**src/rtl/jump_motion_ctl.sv**
```systemverilog
// Player sprite motion controller: charge-and-release jump, walking, gravity,
// ceiling/wall bounce and stacked-screen level transitions, one step per frame tick.
module jump_motion_ctl #(
    parameter int SCREEN_W    = 1024,
    parameter int SCREEN_H    = 768,
    parameter int SPRITE_W    = 47,
    parameter int SPRITE_H    = 63,
    parameter int START_X     = 488,
    parameter int START_Y     = 705,
    parameter int LEVELS      = 4,
    parameter int GRAVITY     = 1,
    parameter int MAX_FALL    = 16,
    parameter int CHARGE_STEP = 1,
    parameter int MAX_CHARGE  = 24,
    parameter int WALK_SPEED  = 2,
    parameter int JUMP_VX     = 4
) (
    input  logic                       clk,
    input  logic                       rst_n,
    input  logic                       tick,
    input  logic                       key_space,
    input  logic                       key_left,
    input  logic                       key_right,
    input  logic                       collision_bot,
    input  logic                       collision_top,
    input  logic                       collision_left,
    input  logic                       collision_right,
    output logic [11:0]                value_x,
    output logic [11:0]                value_y,
    output logic [1:0]                 character_skin,
    output logic                       facing,
    output logic [$clog2(LEVELS)-1:0]  level,
    output logic [4:0]                 jump_power
);

    localparam int LVL_W = $clog2(LEVELS);

    localparam logic signed [12:0] X_MAX_S       = 13'(SCREEN_W - SPRITE_W - 1);
    localparam logic signed [12:0] Y_MAX_S       = 13'(SCREEN_H - SPRITE_H);
    localparam logic [11:0]        X_MAX_U       = 12'(SCREEN_W - SPRITE_W - 1);
    localparam logic [11:0]        Y_MAX_U       = 12'(SCREEN_H - SPRITE_H);
    localparam logic [11:0]        START_X_U     = 12'(START_X);
    localparam logic [11:0]        START_Y_U     = 12'(START_Y);
    localparam logic [11:0]        WALK_U        = 12'(WALK_SPEED);
    localparam logic signed [6:0]  JUMP_VX_S     = 7'(JUMP_VX);
    localparam logic signed [7:0]  GRAV_S8       = 8'(GRAVITY);
    localparam logic signed [7:0]  MAX_FALL_S8   = 8'(MAX_FALL);
    localparam logic [4:0]         CHARGE_STEP_U = 5'(CHARGE_STEP);
    localparam logic [4:0]         MAX_CHARGE_U  = 5'(MAX_CHARGE);
    localparam logic [LVL_W-1:0]   TOP_LEVEL     = LVL_W'(LEVELS - 1);

    typedef enum logic [2:0] {
        IDLE   = 3'd0,
        WALK   = 3'd1,
        CHARGE = 3'd2,
        RISE   = 3'd3,
        FALL   = 3'd4
    } state_t;

    state_t            state, nxt_state;
    logic signed [6:0] vx, vy, nxt_vx, nxt_vy;
    logic [11:0]       nxt_x, nxt_y;
    logic              nxt_face;
    logic [LVL_W-1:0]  nxt_level;
    logic [4:0]        nxt_power;

    logic signed [12:0] x_s, y_s, nx, ny;
    logic signed [7:0]  vy_sum;
    logic signed [6:0]  vy_grav;
    logic [12:0]        walk_r_sum;
    logic [5:0]         charge_sum;
    logic               on_floor;
    logic               hit_wall;

    function automatic logic [1:0] skin_of(input state_t s);
        case (s)
            CHARGE:  return 2'd1;
            RISE:    return 2'd2;
            FALL:    return 2'd3;
            default: return 2'd0;
        endcase
    endfunction

    // Widened signed intermediates keep the position step free of wrap-around.
    always_comb begin
        x_s        = $signed({1'b0, value_x});
        y_s        = $signed({1'b0, value_y});
        nx         = x_s + 13'(vx);
        ny         = y_s + 13'(vy);
        vy_sum     = 8'(vy) + GRAV_S8;
        vy_grav    = (vy_sum > MAX_FALL_S8) ? MAX_FALL_S8[6:0] : vy_sum[6:0];
        walk_r_sum = {1'b0, value_x} + {1'b0, WALK_U};
        charge_sum = {1'b0, jump_power} + {1'b0, CHARGE_STEP_U};
        on_floor   = (level == '0) && (value_y == Y_MAX_U);
    end

    always_comb begin
        // NOTE: every output of this block gets a default first, so no path can infer a latch.
        nxt_state = state;
        nxt_x     = value_x;
        nxt_y     = value_y;
        nxt_vx    = vx;
        nxt_vy    = vy;
        nxt_face  = facing;
        nxt_level = level;
        nxt_power = jump_power;
        hit_wall  = 1'b0;

        case (state)
            IDLE, WALK: begin
                if (!collision_bot && !on_floor) begin
                    nxt_state = FALL;
                    nxt_vx    = '0;
                    nxt_vy    = '0;
                end else if (key_space) begin
                    nxt_state = CHARGE;
                    nxt_power = CHARGE_STEP_U;
                end else if (key_left) begin
                    nxt_state = WALK;
                    nxt_face  = 1'b1;
                    if (!collision_left)
                        nxt_x = (value_x < WALK_U) ? '0 : value_x - WALK_U;
                end else if (key_right) begin
                    nxt_state = WALK;
                    nxt_face  = 1'b0;
                    if (!collision_right)
                        nxt_x = (walk_r_sum > {1'b0, X_MAX_U}) ? X_MAX_U : walk_r_sum[11:0];
                end else begin
                    nxt_state = IDLE;
                end
            end

            CHARGE: begin
                // Launch on release, or one tick after the charge has saturated.
                if (!key_space || jump_power >= MAX_CHARGE_U) begin
                    nxt_state = RISE;
                    nxt_vy    = 7'sd0 - $signed({2'b00, jump_power});
                    nxt_power = '0;
                    if (key_left && !key_right) begin
                        nxt_vx   = 7'sd0 - JUMP_VX_S;
                        nxt_face = 1'b1;
                    end else if (key_right && !key_left) begin
                        nxt_vx   = JUMP_VX_S;
                        nxt_face = 1'b0;
                    end else begin
                        nxt_vx = '0;
                    end
                end else begin
                    nxt_power = (charge_sum >= {1'b0, MAX_CHARGE_U}) ? MAX_CHARGE_U : charge_sum[4:0];
                end
            end

            RISE, FALL: begin
                if (state == FALL && collision_bot) begin
                    nxt_state = IDLE;
                    nxt_vx    = '0;
                    nxt_vy    = '0;
                end else begin
                    hit_wall = 1'b1;
                    if ((collision_left && vx < 7'sd0) || (collision_right && vx > 7'sd0))
                        nxt_x = value_x;
                    else if (nx < 13'sd0)
                        nxt_x = '0;
                    else if (nx > X_MAX_S)
                        nxt_x = X_MAX_U;
                    else begin
                        nxt_x    = nx[11:0];
                        hit_wall = 1'b0;
                    end
                    if (hit_wall) begin
                        nxt_vx   = 7'sd0 - vx;
                        nxt_face = ~facing;
                    end

                    if (state == RISE && collision_top) begin
                        nxt_vy    = '0;
                        nxt_state = FALL;
                    end else begin
                        nxt_vy = vy_grav;
                        if (state == RISE && vy_grav > 7'sd0)
                            nxt_state = FALL;
                        if (ny < 13'sd0) begin
                            if (level != TOP_LEVEL) begin
                                nxt_level = level + 1'b1;
                                nxt_y     = 12'(ny + Y_MAX_S);
                            end else begin
                                nxt_y     = '0;
                                nxt_vy    = '0;
                                nxt_state = FALL;
                            end
                        end else if (ny >= Y_MAX_S && level == '0) begin
                            // Floor landing overrides any bounce taken this tick.
                            nxt_y     = Y_MAX_U;
                            nxt_state = IDLE;
                            nxt_vx    = '0;
                            nxt_vy    = '0;
                            nxt_face  = facing;
                        end else if (ny > Y_MAX_S) begin
                            nxt_level = level - 1'b1;
                            nxt_y     = 12'(ny - Y_MAX_S);
                        end else begin
                            nxt_y = ny[11:0];
                        end
                    end
                end
            end

            default: nxt_state = IDLE;
        endcase
    end

    always_ff @(posedge clk or negedge rst_n) begin
        if (!rst_n) begin
            state          <= IDLE;
            value_x        <= START_X_U;
            value_y        <= START_Y_U;
            vx             <= '0;
            vy             <= '0;
            jump_power     <= '0;
            level          <= '0;
            facing         <= 1'b0;
            character_skin <= 2'd0;
        end else if (tick) begin
            // NOTE: non-blocking assignments so every register samples pre-edge values.
            state          <= nxt_state;
            value_x        <= nxt_x;
            value_y        <= nxt_y;
            vx             <= nxt_vx;
            vy             <= nxt_vy;
            jump_power     <= nxt_power;
            level          <= nxt_level;
            facing         <= nxt_face;
            character_skin <= skin_of(nxt_state);
        end
    end

endmodule

```
**config.mk**
```make
export PLATFORM = sky130hd
export DESIGN_NAME = jump_motion_ctl
export DESIGN_NICKNAME = d
export VERILOG_FILES = /design/src/rtl/jump_motion_ctl.sv
export SDC_FILE = /design/constraint.sdc
export NUM_CORES = 1
export LEC_CHECK = 0
export BUFFER_PORTS_ARGS = -buffer_cell sky130_fd_sc_hd__buf_4
export CAP_MARGIN = 40
export CORE_UTILIZATION = 30
export DETAILED_ROUTE_END_ITERATION = 8
export SLEW_MARGIN = 20
export SYNTH_ARGS = -nofsm -noshare
export SYNTH_HDL_FRONTEND = slang
export SYNTH_SLANG_ARGS = --single-unit
```
**constraint.sdc**
```tcl
create_clock -name clk -period 7.98 [get_ports clk]
set_input_delay 1.596 -clock clk [delete_from_list [all_inputs] [get_ports clk]]
set_output_delay 1.596 -clock clk [all_outputs]
set_load 0.02 [all_outputs]
```
[Word-level counts from Yosys, hierarchy flattened]
Index checks and enable logic that the tools add are counted.
Storage, ports and cells
  output and inout port bits: 34
  register bits after elaboration: 51
  input bits: 10
  word-level logic and storage cells: 166
Cells by class
  muxes and demuxes: 75
  reduce and logical (&&, ||, !) cells: 31
  eq/ne operators: 23
  magnitude comparators: 13
  bitwise gates (word level): 3
  add/sub/neg operators: 12
Operators by type and width (count)
  2-to-1 mux 12 bit: 16
  2-to-1 mux 7 bit: 15
  one-hot mux 7 bit (3 select lines): 2
  2-to-1 mux 3 bit: 9
  adder 13 x 7 -> 13 bit: 2
  greater-than comparator 13 x 11 -> 1 bit (second input constant): 2
  < comparator 13 x 1 -> 1 bit (second input constant): 2
  one-hot mux 12 bit (2 select lines): 1
  2-to-1 mux 5 bit: 4
  2-to-1 mux 1 bit: 19
  inequality test 2 bit (second input constant): 9
  AND reduction 9 bit: 2
  greater-than comparator 7 x 1 -> 1 bit (second input constant): 2
  adder 12 x 2 -> 13 bit (second input constant): 1
  >= comparator 13 x 11 -> 1 bit (second input constant): 1
  greater-than comparator 13 x 10 -> 1 bit (second input constant): 1
  adder 12 x 11 -> 12 bit (second input constant): 1
  == test 12 x 10 -> 1 bit (second input constant): 1
  == test 3 x 2 -> 1 bit (second input constant): 4
  < comparator 12 x 2 -> 1 bit (second input constant): 1
  inequality test 3 bit (second input constant): 4
  AND reduction 4 bit: 3
  subtractor 12 x 11 -> 12 bit (second input constant): 1
  subtractor 12 x 2 -> 12 bit (second input constant): 1
  29 further kinds: 53

[Logic depth before layout (Yosys ltp)]
  word-level depth: 13
  gate-level depth with buffers: 14
  mapped depth without buffers: 12

[Least setup slack after synthesis]
Ideal clock, no wire load.
  path type: flip-flop to flip-flop
  start: register value_y[0]
  end: register value_y[0]
  path buffers: 0
  period minus slack after synthesis: 3.586 ns
  cell stages (with the launch flop): 13
  arrival time: 3.503 ns
  data required time: 7.897 ns
  path slack: 4.394 ns
  setup time: 0.083 ns
  path through: dfstp_2 ha_1 inv_1 fa_1 nand2b_1 a211oi_2 nor2_4 xnor2_1 or4_1 a31o_4 and3_4 nand2b_4 o32a_1
On the way
  cells in the longest elaborated chain, start to end: 5
  elaborated cells between the ends (all ways): 11
  those cells by class: add/sub: 3; order compare: 3; mux: 4; reduce/logical: 1
RTL lines
  start, declared: line 29  | output logic [11:0] value_y,
  start signal, assigned: line 227  | value_y <= nxt_y;
  adder 13 x 7 -> 13 bit *: line 89  | ny = y_s + 13'(vy);
  subtractor 12 x 11 -> 12 bit (tied with other cells): line 200  | nxt_y = 12'(ny - Y_MAX_S);
  2-to-1 mux 12 bit or logical AND 1 bit (tied branches): line 198, 191
  2-to-1 mux 12 bit: line 191  | end else if (ny >= Y_MAX_S && level == '0) begin
  2-to-1 mux 12 bit *: line 182  | if (ny < 13'sd0) begin
Every way passes the cells marked *; elsewhere a longest branch is shown, timed or not.
A chain may end at the register's enable or synchronous reset.

[Worst setup path in the final report]
  start: register value_y[0]
  end: register level[0]
On the way
  cells in the longest elaborated chain, start to end: 5
  elaborated cells between the ends (all ways): 10
  those cells by class: add/sub: 1; order compare: 3; eq/ne: 2; mux: 1; reduce/logical: 3
RTL lines
  adder 13 x 7 -> 13 bit *: line 89
  >= comparator 13 x 11 -> 1 bit: line 191
  logical AND 1 bit: line 191
  inequality test 2 bit (no source line)
  AND reduction 7 bit (no source line)
  end signal, assigned: line 231  | level <= nxt_level;
  end, declared: line 32  | output logic [$clog2(LEVELS)-1:0] level,
Marked as above.

==> flow_summary.json <==
{
  "postCtsResizedCells": 0,
  "rsz0062_at_grt": "false",
  "initial_core_util_pct": 30.8,
  "period_minus_slack_ps": 4150,
  "fin_worst_skew_ps": 7.52,
  "grt_max_degree": 52,
  "rows": 50,
  "synth.area.top_cells": "dfrtp_1 18%, ha_1 7.6%, nor2_1 5.0%",
  "syn_nets": 788,
  "synth-main-ff-cell": "dfrtp_1",
  "cp.required_ps": 8180,
  "synth-seq-cells": 51,
  "slew_headroom_pct": 45.0,
  "antenna_found_initial": 0,
  "cp-start-kind": "flop",
  "ys_seq_area_share_pct": 22.2,
  "cts_tree": "yes",
  "min-delay-start": "value_y[0]",
  "drtAntennaViolNets": 0,
  "synth.avg_cell_area_um2": 7.81,
  "maxCapViolCount": 0,
  "ctsHtreeMaxLevel": 2,
  "path_class": "flop to flop",
  "grt_pass1_vias": 5334,
  "hp-class": "flop to flop",
  "wirelength_um": 16900,
  "fmax_ghz": 0.241,
  "r2r_slack_ps": 3830,
  "ys_types": 89,
  "arrival_ps": 4340,
  "min_path_cells": 1,
  "clockRootBuffer": "clkbuf_16",
  "setup_slack_ps": 3830,
  "cts_hold_repair.buffers": 0,
  "outcome": "finished clean",
  "synth_commonest_cells": "77 x nor2_1, 60 x nand2_1, 50 x o21ai_0",
  "numPortBuffers": 43,
  "min_to": "value_y[0]",
  "dieArea_um2": 19900,
  "synth.most_common_cell": "nor2_1",
  "reg2reg_from": "value_y[0]",
  "drcViolationCount": 0,
  "cts_buffer_depth": 2,
  "hold_violations": 0,
  "layout.nets": 806,
  "setup_viol": 0,
  "postCtsSetupRepairBufs": 0,
  "finalMaxSlewViolations": 0,
  "cp_max_fo": 11,
  "drive_above_1_share_pct": 13.9,
  "firstDrtPassIters": 5,
  "async_flop_share_pct": 100,
  "yosysTopAreaCellShare_pct": 18.2,
  "yosys.area.top_type": "dfrtp_1",
  "grt_overflow": 0,
  "grt_use_total_pct": 17.4,
  "clkLatencyLatePin_ps": 310,
  "rr_worst_depth": 12,
  "dieWidth_um": 141,
  "areaGrowthSynthToFinish_pct": 11.7,
  "period_share_pct": 52.0,
  "gp_congestion": 0.911,
  "coreArea_um2": 18800,
  "pin_count": 44,
  "vias": 5732,
  "path_clk_slew_ps": 70,
  "diodes": 0,
  "post-dp-hpwl_um": 12600,
  "numCtsBuffers": 5,
  "r2r_end": "level[0]",
  "die-height_um": 141,
  "post-place-ws_ps": 3950,
  "wl_per_cell_um": 16.6,
  "grt_pass1_wl_um": 28000,
  "setup_tns_ps": 0,
  "end_kind": "flop",
  "yosys_warnings": 0,
  "synth_edf_count": 0,
  "synthCells": 741,
  "via_per_inst": 5.62,
  "drt_iter0_markers": 441,
  "tightestPinTransition_ps": 825,
  "clock_sinks": 51,
  "syn-cell-area_um2": 5790
}
==> stage by stage <==
step,area (µm²),hold slack (ps),util [%],std cells
4_1_cts,6460,551,34.3,1019
2_1_floorplan,5790,514,-,741
5_1_grt,6470,575,34.4,1020
3_3_place_gp,6300,519,33.4,1010
3_5_place_dp,6310,537,33.5,1011
6_report,6470,551,34.4,1020
==> worst max-delay path, stage by stage, from the launching register on <==
cell	delay, ps
dfstp_2	560
ha_1	210
inv_1	70
fa_1	430
nand2b_1	230
a21o_1	200
and2_4	160
xnor2_1	490
o211ai_1	170
a21oi_1	710
o21ai_1	270
a21oi_1	210
mux2_2	340
==> how the worst max path moves through the flow <==
stage,to,from,depth (start not counted),slack (ps)
floorplan,value_y[0],value_y[0],12,4390
global placement,level[0],value_y[0],12,4080
detailed placement,level[0],value_y[0],12,3950
CTS,level[0],value_y[0],12,3920
global route,level[0],value_y[0],12,3590
finish,level[0],value_y[0],12,3830
==> per-layer routing <==
layer | wire, µm | part of all wire, % | global-route usage (%) | up-vias
met3 | 711 | 4.2 | 2.45 | 16
met1 | 8250 | 49 | 24.6 | 2736
met2 | 7630 | 45 | 27.3 | 151
met5 | 0 | 0 | 0 | -
li1 | - | - | - | 2829
met4 | 324 | 1.9 | 5.38 | 0
==> registers in the layout (all words and copies together), names as in the netlist <==
signal / cells
facing: 1
jump_power: 5
vx: 7
value_y: 12
level: 2
state: 3
character_skin: 2
vy: 7
value_x: 12
==> layout by cell type, fill, tap and decap left out, drive strengths merged, types with 21 or more instances in the layout <==
master | synthesis | routed
inv | 28 | 30
nor3 | 27 | 27
buf | 9 | 46
o21ai | 58 | 58
nor2 | 79 | 79
nand2 | 61 | 61
nand3 | 21 | 21
a21oi | 55 | 55
dfrtp | 42 | 42
xnor2 | 26 | 26
ha | 35 | 35
==> cells by family after synthesis <==
logic type / Yosys count / synth area share [%]
simple gates: 281 / 25.2
buf+inv: 64 / 4.49
xor+xnor: 42 / 6.61
fa+ha+maj: 37 / 8.25
mux: 9 / 1.60
flops: 51 / 22.2
compound gates: 257 / 31.6
==> cell type report <==
class | instances | area [µm²]
Multi-Input combinational cell | 626 | 4240
Tap cell | 260 | 325
Clock buffer | 5 | 125
Timing Repair Buffer | 47 | 357
Inverter | 28 | 105
Clock inverter | 3 | 26.3
Sequential cell | 51 | 1290
Fill cell | 1970 | 12400
Power is left out: the tool's default activity adds up to more than one toggle a clock period on the data nets, which glitch-free logic cannot reach.
